`src/rtl/spi_mpu_bridge_if.sv`:
```
// MPU-side bus between the SPI bridge (master) and the graphics core (slave).
// Strobes and byte enables are active low.
interface spi_mpu_bridge_if #(
  parameter int ADDR_WIDTH = 16,
  parameter int DATA_WIDTH = 16
);
  logic                  _mpu_en;
  logic                  _mpu_rd;
  logic                  _mpu_wr;
  logic [1:0]            _mpu_be;
  logic [ADDR_WIDTH-1:0] mpu_addr;
  logic [DATA_WIDTH-1:0] mpu_data_wr;
  logic [DATA_WIDTH-1:0] mpu_data_rd;

  modport master (
    output _mpu_en, _mpu_rd, _mpu_wr, _mpu_be, mpu_addr, mpu_data_wr,
    input  mpu_data_rd
  );

  modport slave (
    input  _mpu_en, _mpu_rd, _mpu_wr, _mpu_be, mpu_addr, mpu_data_wr,
    output mpu_data_rd
  );
endinterface

```
`src/rtl/spi_mpu_bridge.sv`:
```
// SPI mode-0 slave that turns CMD/ADDR/DATA frames into single-cycle accesses
// on the MPU bus. SCK, SS_n and MOSI are oversampled in the clk domain; burst
// transfers auto-increment the word address. Reads are prefetched one word
// ahead so MISO can start each word on its first falling SCK edge.
module spi_mpu_bridge #(
  parameter int ADDR_WIDTH   = 16,
  parameter int DATA_WIDTH   = 16,
  parameter int SYNC_STAGES  = 2,
  parameter int READ_LATENCY = 2
) (
  input  logic             clk,
  input  logic             reset,
  input  logic             spi_sck,
  input  logic             spi_ss_n,
  input  logic             spi_mosi,
  output logic             spi_miso,
  output logic             spi_miso_oe,
  spi_mpu_bridge_if.master mpu
);

  typedef enum logic [2:0] {
    ST_IDLE   = 3'd0,
    ST_CMD    = 3'd1,
    ST_ADDR   = 3'd2,
    ST_WDATA  = 3'd3,
    ST_WSTRB  = 3'd4,
    ST_RFETCH = 3'd5,
    ST_RDATA  = 3'd6
  } state_t;

  // Receive shifter must hold at least the 16-bit address field.
  localparam int SH_W  = (DATA_WIDTH > 16) ? DATA_WIDTH : 16;
  localparam int CNT_W = $clog2(SH_W) + 1;
  localparam int FC_W  = $clog2(READ_LATENCY + 1) + 1;

  localparam logic [CNT_W-1:0] CNT_ZERO  = {CNT_W{1'b0}};
  localparam logic [CNT_W-1:0] CMD_LAST  = CNT_W'(7);
  localparam logic [CNT_W-1:0] ADDR_LAST = CNT_W'(15);
  localparam logic [CNT_W-1:0] WORD_LAST = CNT_W'(DATA_WIDTH - 1);
  localparam logic [FC_W-1:0]  RL_LAST   = FC_W'(READ_LATENCY);

  state_t state_r, state_next_s;

  logic [SYNC_STAGES-1:0] sck_sync_r, ss_sync_r, mosi_sync_r;
  logic sck_prev_r, ss_prev_r;
  logic sck_s, ss_s, mosi_s;
  logic sck_rise_s, sck_fall_s, ss_rise_s, ss_fall_s;

  logic [CNT_W-1:0]      bit_cnt_r;
  logic [SH_W-2:0]       rx_r;
  logic [SH_W-1:0]       rx_next_s;
  logic                  cmd_wr_r;
  logic                  shift_state_s;

  logic                  en_r, rd_r, wr_r;
  logic [1:0]            be_r;
  logic [ADDR_WIDTH-1:0] addr_r;
  logic [DATA_WIDTH-1:0] data_wr_r;

  logic                  fetch_busy_r;
  logic [FC_W-1:0]       fetch_cnt_r;
  logic                  fetch_done_s, fetch_start_s, rd_load_s;
  logic [DATA_WIDTH-1:0] pf_r;
  logic [DATA_WIDTH-1:0] tx_r;
  logic                  miso_r, oe_r;

  // Free-running synchronisers; left unreset so a reset with SS_n already low
  // cannot fabricate a falling edge.
  always_ff @(posedge clk) begin
    sck_sync_r  <= {sck_sync_r[SYNC_STAGES-2:0], spi_sck};
    ss_sync_r   <= {ss_sync_r[SYNC_STAGES-2:0], spi_ss_n};
    mosi_sync_r <= {mosi_sync_r[SYNC_STAGES-2:0], spi_mosi};
    sck_prev_r  <= sck_sync_r[SYNC_STAGES-1];
  end

  // SS_n history; reset to "low" so only a fresh high-to-low edge opens a frame.
  always_ff @(posedge clk) begin
    if (reset) begin
      ss_prev_r <= 1'b0;
    end else begin
      ss_prev_r <= ss_s;
    end
  end

  assign sck_s      = sck_sync_r[SYNC_STAGES-1];
  assign ss_s       = ss_sync_r[SYNC_STAGES-1];
  assign mosi_s     = mosi_sync_r[SYNC_STAGES-1];
  assign sck_rise_s = sck_s & ~sck_prev_r;
  assign sck_fall_s = ~sck_s & sck_prev_r;
  assign ss_rise_s  = ss_s & ~ss_prev_r;
  assign ss_fall_s  = ~ss_s & ss_prev_r;

  assign rx_next_s     = {rx_r, mosi_s};
  assign shift_state_s = (state_r == ST_CMD) || (state_r == ST_ADDR) || (state_r == ST_WDATA);
  assign fetch_done_s  = fetch_busy_r && (fetch_cnt_r == RL_LAST);
  assign rd_load_s     = (state_r == ST_RDATA) && (state_next_s == ST_RDATA) &&
                         sck_fall_s && (bit_cnt_r == CNT_ZERO);
  assign fetch_start_s = ((state_r == ST_ADDR) && (state_next_s == ST_RFETCH)) || rd_load_s;

  // FSM state register.
  always_ff @(posedge clk) begin
    if (reset) begin
      state_r <= ST_IDLE;
    end else begin
      state_r <= state_next_s;
    end
  end

  // Next-state logic; SS_n rising aborts from any state first.
  always_comb begin
    state_next_s = state_r;
    if (ss_rise_s) begin
      state_next_s = ST_IDLE;
    end else begin
      case (state_r)
        ST_IDLE: begin
          if (ss_fall_s) state_next_s = ST_CMD;
          else           state_next_s = ST_IDLE;
        end
        ST_CMD: begin
          if (sck_rise_s && (bit_cnt_r == CMD_LAST)) state_next_s = ST_ADDR;
          else                                       state_next_s = ST_CMD;
        end
        ST_ADDR: begin
          if (sck_rise_s && (bit_cnt_r == ADDR_LAST)) begin
            if (cmd_wr_r) state_next_s = ST_WDATA;
            else          state_next_s = ST_RFETCH;
          end else begin
            state_next_s = ST_ADDR;
          end
        end
        ST_WDATA: begin
          if (sck_rise_s && (bit_cnt_r == WORD_LAST)) state_next_s = ST_WSTRB;
          else                                        state_next_s = ST_WDATA;
        end
        ST_WSTRB:  state_next_s = ST_WDATA;
        ST_RFETCH: begin
          if (fetch_done_s) state_next_s = ST_RFETCH == ST_RFETCH ? ST_RDATA : ST_RFETCH;
          else              state_next_s = ST_RFETCH;
        end
        ST_RDATA:  state_next_s = ST_RDATA;
        default:   state_next_s = ST_IDLE;
      endcase
    end
  end

  // Bit counter, receive shifter and command capture.
  always_ff @(posedge clk) begin
    if (reset) begin
      bit_cnt_r <= CNT_ZERO;
      rx_r      <= {(SH_W-1){1'b0}};
      cmd_wr_r  <= 1'b0;
    end else begin
      if (state_next_s != state_r) begin
        bit_cnt_r <= CNT_ZERO;
      end else if (shift_state_s && sck_rise_s) begin
        bit_cnt_r <= bit_cnt_r + CNT_W'(1);
      end else if ((state_r == ST_RDATA) && sck_fall_s) begin
        bit_cnt_r <= (bit_cnt_r == WORD_LAST) ? CNT_ZERO : bit_cnt_r + CNT_W'(1);
      end
      if (shift_state_s && sck_rise_s) begin
        rx_r <= rx_next_s[SH_W-2:0];
      end
      if ((state_r == ST_CMD) && sck_rise_s && (bit_cnt_r == CNT_ZERO)) begin
        cmd_wr_r <= mosi_s;
      end
    end
  end

  // MPU bus driver: address load, write strobe and the read-fetch window.
  always_ff @(posedge clk) begin
    if (reset) begin
      en_r         <= 1'b1;
      rd_r         <= 1'b1;
      wr_r         <= 1'b1;
      be_r         <= 2'b11;
      addr_r       <= {ADDR_WIDTH{1'b0}};
      data_wr_r    <= {DATA_WIDTH{1'b0}};
      pf_r         <= {DATA_WIDTH{1'b0}};
      fetch_busy_r <= 1'b0;
      fetch_cnt_r  <= {FC_W{1'b0}};
    end else begin
      if ((state_r == ST_ADDR) && ((state_next_s == ST_WDATA) || (state_next_s == ST_RFETCH))) begin
        addr_r <= ADDR_WIDTH'(rx_next_s[15:0]);
      end
      if (state_next_s == ST_WSTRB) begin
        data_wr_r <= rx_next_s[DATA_WIDTH-1:0];
        en_r      <= 1'b0;
        wr_r      <= 1'b0;
        be_r      <= 2'b00;
      end else if (state_r == ST_WSTRB) begin
        en_r   <= 1'b1;
        wr_r   <= 1'b1;
        be_r   <= 2'b11;
        addr_r <= addr_r + ADDR_WIDTH'(1);
      end
      // A fetch runs to completion even if SS_n rises part-way through.
      if (fetch_start_s) begin
        fetch_busy_r <= 1'b1;
        fetch_cnt_r  <= {FC_W{1'b0}};
        en_r         <= 1'b0;
        rd_r         <= 1'b0;
        be_r         <= 2'b00;
      end else if (fetch_done_s) begin
        fetch_busy_r <= 1'b0;
        en_r         <= 1'b1;
        rd_r         <= 1'b1;
        be_r         <= 2'b11;
        pf_r         <= mpu.mpu_data_rd;
        addr_r       <= addr_r + ADDR_WIDTH'(1);
      end else if (fetch_busy_r) begin
        fetch_cnt_r  <= fetch_cnt_r + FC_W'(1);
      end
    end
  end

  // MISO shifter: load from the prefetch buffer at each word start, shift on SCK falling.
  always_ff @(posedge clk) begin
    if (reset) begin
      tx_r   <= {DATA_WIDTH{1'b0}};
      miso_r <= 1'b0;
      oe_r   <= 1'b0;
    end else begin
      oe_r <= (state_next_s == ST_RDATA);
      if (state_next_s != ST_RDATA) begin
        miso_r <= 1'b0;
        tx_r   <= {DATA_WIDTH{1'b0}};
      end else if (rd_load_s) begin
        miso_r <= pf_r[DATA_WIDTH-1];
        tx_r   <= {pf_r[DATA_WIDTH-2:0], 1'b0};
      end else if ((state_r == ST_RDATA) && sck_fall_s) begin
        miso_r <= tx_r[DATA_WIDTH-1];
        tx_r   <= {tx_r[DATA_WIDTH-2:0], 1'b0};
      end
    end
  end

  assign spi_miso        = miso_r;
  assign spi_miso_oe     = oe_r;
  assign mpu._mpu_en     = en_r;
  assign mpu._mpu_rd     = rd_r;
  assign mpu._mpu_wr     = wr_r;
  assign mpu._mpu_be     = be_r;
  assign mpu.mpu_addr    = addr_r;
  assign mpu.mpu_data_wr = data_wr_r;

endmodule

```
`src/flat_wrapper.sv`:
```
// flat-port wrapper written by rule: the top's interface ports become plain ports
module spi_mpu_bridge_flat 
#(
  parameter int ADDR_WIDTH   = 16,
  parameter int DATA_WIDTH   = 16,
  parameter int SYNC_STAGES  = 2,
  parameter int READ_LATENCY = 2
)
  (clk, reset, spi_sck, spi_ss_n, spi_mosi, spi_miso, spi_miso_oe, mpu__mpu_en, mpu__mpu_rd, mpu__mpu_wr, mpu__mpu_be, mpu_mpu_addr, mpu_mpu_data_wr, mpu_mpu_data_rd);
  spi_mpu_bridge_if #(.ADDR_WIDTH(ADDR_WIDTH), .DATA_WIDTH(DATA_WIDTH)) mpu_i ();
  input  logic clk;
  input  logic reset;
  input  logic spi_sck;
  input  logic spi_ss_n;
  input  logic spi_mosi;
  output logic spi_miso;
  output logic spi_miso_oe;
  output wire logic [$bits(mpu_i._mpu_en)-1:0] mpu__mpu_en;
  output wire logic [$bits(mpu_i._mpu_rd)-1:0] mpu__mpu_rd;
  output wire logic [$bits(mpu_i._mpu_wr)-1:0] mpu__mpu_wr;
  output wire logic [$bits(mpu_i._mpu_be)-1:0] mpu__mpu_be;
  output wire logic [$bits(mpu_i.mpu_addr)-1:0] mpu_mpu_addr;
  output wire logic [$bits(mpu_i.mpu_data_wr)-1:0] mpu_mpu_data_wr;
  input wire logic [$bits(mpu_i.mpu_data_rd)-1:0] mpu_mpu_data_rd;
  assign mpu__mpu_en = mpu_i._mpu_en;
  assign mpu__mpu_rd = mpu_i._mpu_rd;
  assign mpu__mpu_wr = mpu_i._mpu_wr;
  assign mpu__mpu_be = mpu_i._mpu_be;
  assign mpu_mpu_addr = mpu_i.mpu_addr;
  assign mpu_mpu_data_wr = mpu_i.mpu_data_wr;
  assign mpu_i.mpu_data_rd = mpu_mpu_data_rd;
  spi_mpu_bridge #(.ADDR_WIDTH(ADDR_WIDTH), .DATA_WIDTH(DATA_WIDTH), .SYNC_STAGES(SYNC_STAGES), .READ_LATENCY(READ_LATENCY)) u_core (.clk(clk), .reset(reset), .spi_sck(spi_sck), .spi_ss_n(spi_ss_n), .spi_mosi(spi_mosi), .spi_miso(spi_miso), .spi_miso_oe(spi_miso_oe), .mpu(mpu_i));
endmodule
```
`config.mk`:
```
export PLATFORM = sky130hd
export DESIGN_NAME = spi_mpu_bridge_flat
export DESIGN_NICKNAME = d
export VERILOG_FILES = /design/src/rtl/spi_mpu_bridge_if.sv /design/src/rtl/spi_mpu_bridge.sv /design/src/flat_wrapper.sv
export SDC_FILE = /design/constraint.sdc
export NUM_CORES = 1
export LEC_CHECK = 0
export CORE_MARGIN = 5
export CORE_UTILIZATION = 60
export DETAILED_ROUTE_END_ITERATION = 12
export PLACE_DENSITY_LB_ADDON = 0.12
export SLEW_MARGIN = 10
export SYNTH_ARGS = -nofsm -noshare
export SYNTH_HDL_FRONTEND = slang
export SYNTH_SLANG_ARGS = --single-unit
```
`constraint.sdc`:
```
create_clock -name clk -period 7.4 [get_ports clk]
set_clock_uncertainty 0.15 [all_clocks]
set_input_delay 1.85 -clock clk [delete_from_list [all_inputs] [get_ports clk]]
set_output_delay 1.85 -clock clk [all_outputs]
set_load 0.05 [all_outputs]
```
==> flow_summary.yaml <==
setup_path:
  crit_fanout: 9
  ff2ff_setup_slack_ns: 4.26
  crit_type: "flop to primary output"
  crit_family: "buffers and inverters"
  required_ns: 5.40
  reg2regPathDepth: 4
  critPathMaxStageDelay_ns: 0.86
  r2r_end: "u_core.mpu._mpu_be[0]$_SDFFE_PP1P_"
  cp-end-kind: "primary output"
  path_cells: "clkdlybuf4s50_1"
  r2r_start: "u_core.state_r[2]$_SDFF_PP0_"
  startpoint_type: "flop"
  worst-path-buf-inv: 1
  arrival_ns: 1.74
  slowest_stage: "clkdlybuf4s50_1"
routing:
  viasPerCell: 5.95
  drtIter0Drc: 373
  postRouteAntennaNets: 0
  wl_um: 11000
  first_pass_iters: 5
  wire_per_inst_um: 15.6
  num_vias: 4196
  drc: 0
min_path:
  whs_path_depth: 0
  min_path_type: "flop to flop"
  hold_path_end: "u_core.mosi_sync_r[1]$_DFF_P_"
  worstHoldStart: "u_core.mosi_sync_r[0]$_DFF_P_"
place:
  dp_hpwl_um: 7730
  post-place-ws_ns: 3.41
  port_buffers: 59
  gp_congestion: 0.956
  placed_area_um2: 5360
sta:
  fmax_ghz: 0.267
  maxSlewHeadroom: 0.240
  tns_ns: 0
  worst_pin_slew_ns: 1.14
  fin_hold_ws_ns: 0.187
  fin_crit_ns: 3.74
  grt_setup_unrepaired: "no"
  setup_viol: 0
  fin_crit_sh: 0.506
  finalHoldViolCount: 0
  drv_slew: 0
  finalWorstSetupSlack_ns: 3.66
outcome:
  status: "finished, final reports clean"
die:
  rows: 32
  coreArea_um2: 7770
  die_w_um: 99.5
  start_util: 0.618
  ioPinCount: 60
  die-height_um: 99.5
  die_area_um2: 9890
finish:
  syn2layout_area_growth_pct: 15.2
  layout-drive-gt1-share: 0.0630
  antenna_cells: 0
  fill_cells: 615
  fin_nets: 625
  fin_area_um2: 5530
synth:
  synth_edf_count: 0
  ys_types: 63
  ys_warn_count: 0
  synth_nets: 587
  synth_cells: 561
  synthesis.area_um2: 4800
  synthArstFlopShare: 0
  synth_ff_type: "dfxtp_1"
  ys_seq_elements: 104
  synth_area_per_cell_um2: 8.56
  seq_area_frac_synth: 0.434
clock_tree:
  clkTransAtPathRegs_ns: 0.10
  cts_buffers: 9
  cts_htree_levels: 3
  cts_resized: 0
  cts_tree: "built"
  cts-root-buf: "clkbuf_8"
  insertion_delay_ns: 0.36
  clock-sinks: 104
  cts_buffer_depth: 2
  post_cts_buffers: 0
  cts_hold_buf: 0
global_route:
  grt_first_pass_wirelength_um: 18600
  track_usage: 0.228
  first_global_vias: 3824
  grt_overflow_total: 0
  grt_max_degree: 48
  grt_antenna_before_repair: 0
power:
  p_total_uw: 925
  p_per_area_nw_per_um2: 167
  peakVddDrop_uv: 130
  p_leak_uw: 0.00196
flow_run:
  drv_cap: 0
-- cell families after synthesis --
| kind of cell | synth area share |
|---|---|
| AO/OA/AOI/OAI | 0.134 |
| XOR/XNOR | 0.0128 |
| adder cells (fa/ha/maj) | 0.0130 |
| buffers and inverters | 0.0513 |
| flip-flops | 0.434 |
| multiplexers | 0.0709 |
| AND/OR/NAND/NOR | 0.284 |
-- per-layer routing --
metal | share of wire | wire (um) | track usage
met2 | 0.44 | 4850 | 0.336
met3 | 0.079 | 867 | 0.0666
met4 | 0.0093 | 102 | 0.0483
met5 | 0 | 0 | 0
met1 | 0.47 | 5190 | 0.331
-- Yosys cell counts (5+ instances only) --
master | instances | area [um^2]
a21oi_1 | 24 | 120
a22oi_1 | 8 | 60.1
a311oi_1 | 15 | 131
a32oi_1 | 7 | 61.3
buf_2 | 7 | 35.0
clkbuf_1 | 24 | 90.1
dfxtp_1 | 104 | 2080
ha_1 | 5 | 62.6
inv_1 | 11 | 41.3
mux2i_1 | 34 | 340
nand2_1 | 97 | 364
nand3_1 | 36 | 180
nand3b_1 | 5 | 37.5
nand4_1 | 7 | 43.8
nor2_1 | 58 | 218
nor2b_1 | 7 | 43.8
nor3_1 | 14 | 70.1
nor4_1 | 7 | 43.8
o211ai_1 | 6 | 45.0
o21ai_0 | 12 | 60.1
-- metrics by stage --
stage | utilization | cells
2_1_floorplan | - | 561
3_3_place_gp | 0.690 | 690
3_5_place_dp | 0.690 | 690
4_1_cts | 0.712 | 705
5_1_grt | 0.712 | 705
6_report | 0.712 | 705
-- final cells by class --
type / instances / area [um^2] / share of cell area
flip-flops and latches: 104 / 2080 / 0.376
well taps: 102 / 128 / 0.0231
clock buffers: 9 / 124 / 0.0224
clock inverters: 6 / 45.0 / 0.00814
repair buffers: 65 / 636 / 0.115
multi-input cells: 407 / 2470 / 0.447
inverters: 12 / 45.0 / 0.00814
-- where the power goes --
part           switching [uW]  total (uW)  internal [uW]
Sequential               4.92         567            563
Combinational            25.0        42.2           17.2
Clock                     193         316            123
-- how the worst max path moves through the flow --
stage          slack (ns)                               from                                 end  depth (start not counted)
6_report             3.66  u_core.mpu.mpu_addr[9]$_SDFF_PP0_                     mpu_mpu_addr[9]                          1
5_1_grt              3.57  u_core.mpu.mpu_addr[9]$_SDFF_PP0_                     mpu_mpu_addr[9]                          1
4_1_cts              3.64  u_core.mpu.mpu_addr[9]$_SDFF_PP0_                     mpu_mpu_addr[9]                          1
3_5_place_dp         3.41                              reset   u_core.mpu.mpu_addr[3]$_SDFF_PP0_                          7
3_3_place_gp         3.48                              reset   u_core.mpu.mpu_addr[3]$_SDFF_PP0_                          7
2_1_floorplan        4.31                              reset  u_core.mpu.mpu_addr[10]$_SDFF_PP0_                          5
-- flip-flops by register name, indices dropped and copies added, names as in the netlist --
name and flops:
u_core.ss_sync_r 2, u_core.ss_prev_r 1, u_core.sck_prev_r 1, u_core.mosi_sync_r 2, u_core.fetch_busy_r 1, u_core.fetch_cnt_r 3, u_core.cmd_wr_r 1, u_core.rx_r 15
u_core.spi_miso 1, u_core.spi_miso_oe 1, u_core.state_r 3, u_core.mpu._mpu_wr 1, u_core.bit_cnt_r 5, u_core.pf_r 16, u_core.mpu.mpu_addr 16, u_core.tx_r 15
u_core.sck_sync_r 2, u_core.mpu._mpu_rd 1, u_core.mpu.mpu_data_wr 16, u_core.mpu._mpu_be 1
-- layout by cell type, fill, tap and decap left out, types with 3 or more instances in the layout --
cell             synthesis  routed
nor3b_1                  3       3
a21oi_1                 24      24
a22oi_1                  8       8
nor4_1                   7       7
nor3_1                  14      14
nor2_1                  58      58
inv_1                   11      11
or3_1                    4       4
nand4_1                  7       7
nand3_1                 36      36
clkdlybuf4s50_1          0      59
buf_4                    3       6
ha_1                     5       5
o21ai_0                 12      12
nand3b_1                 5       5
and2_1                   3       3
nor2b_1                  7       7
or2_2                    4       4
dfxtp_1                104     104
a311oi_1                15      15
mux2i_1                 34      34
xnor2_1                  4       4
a32oi_1                  7       7
clkbuf_8                 0       9
a211oi_1                 3       3
xor2_1                   3       3
nand2_1                 97      97
o211ai_1                 6       6
Power figures use the tool's default switching activity.
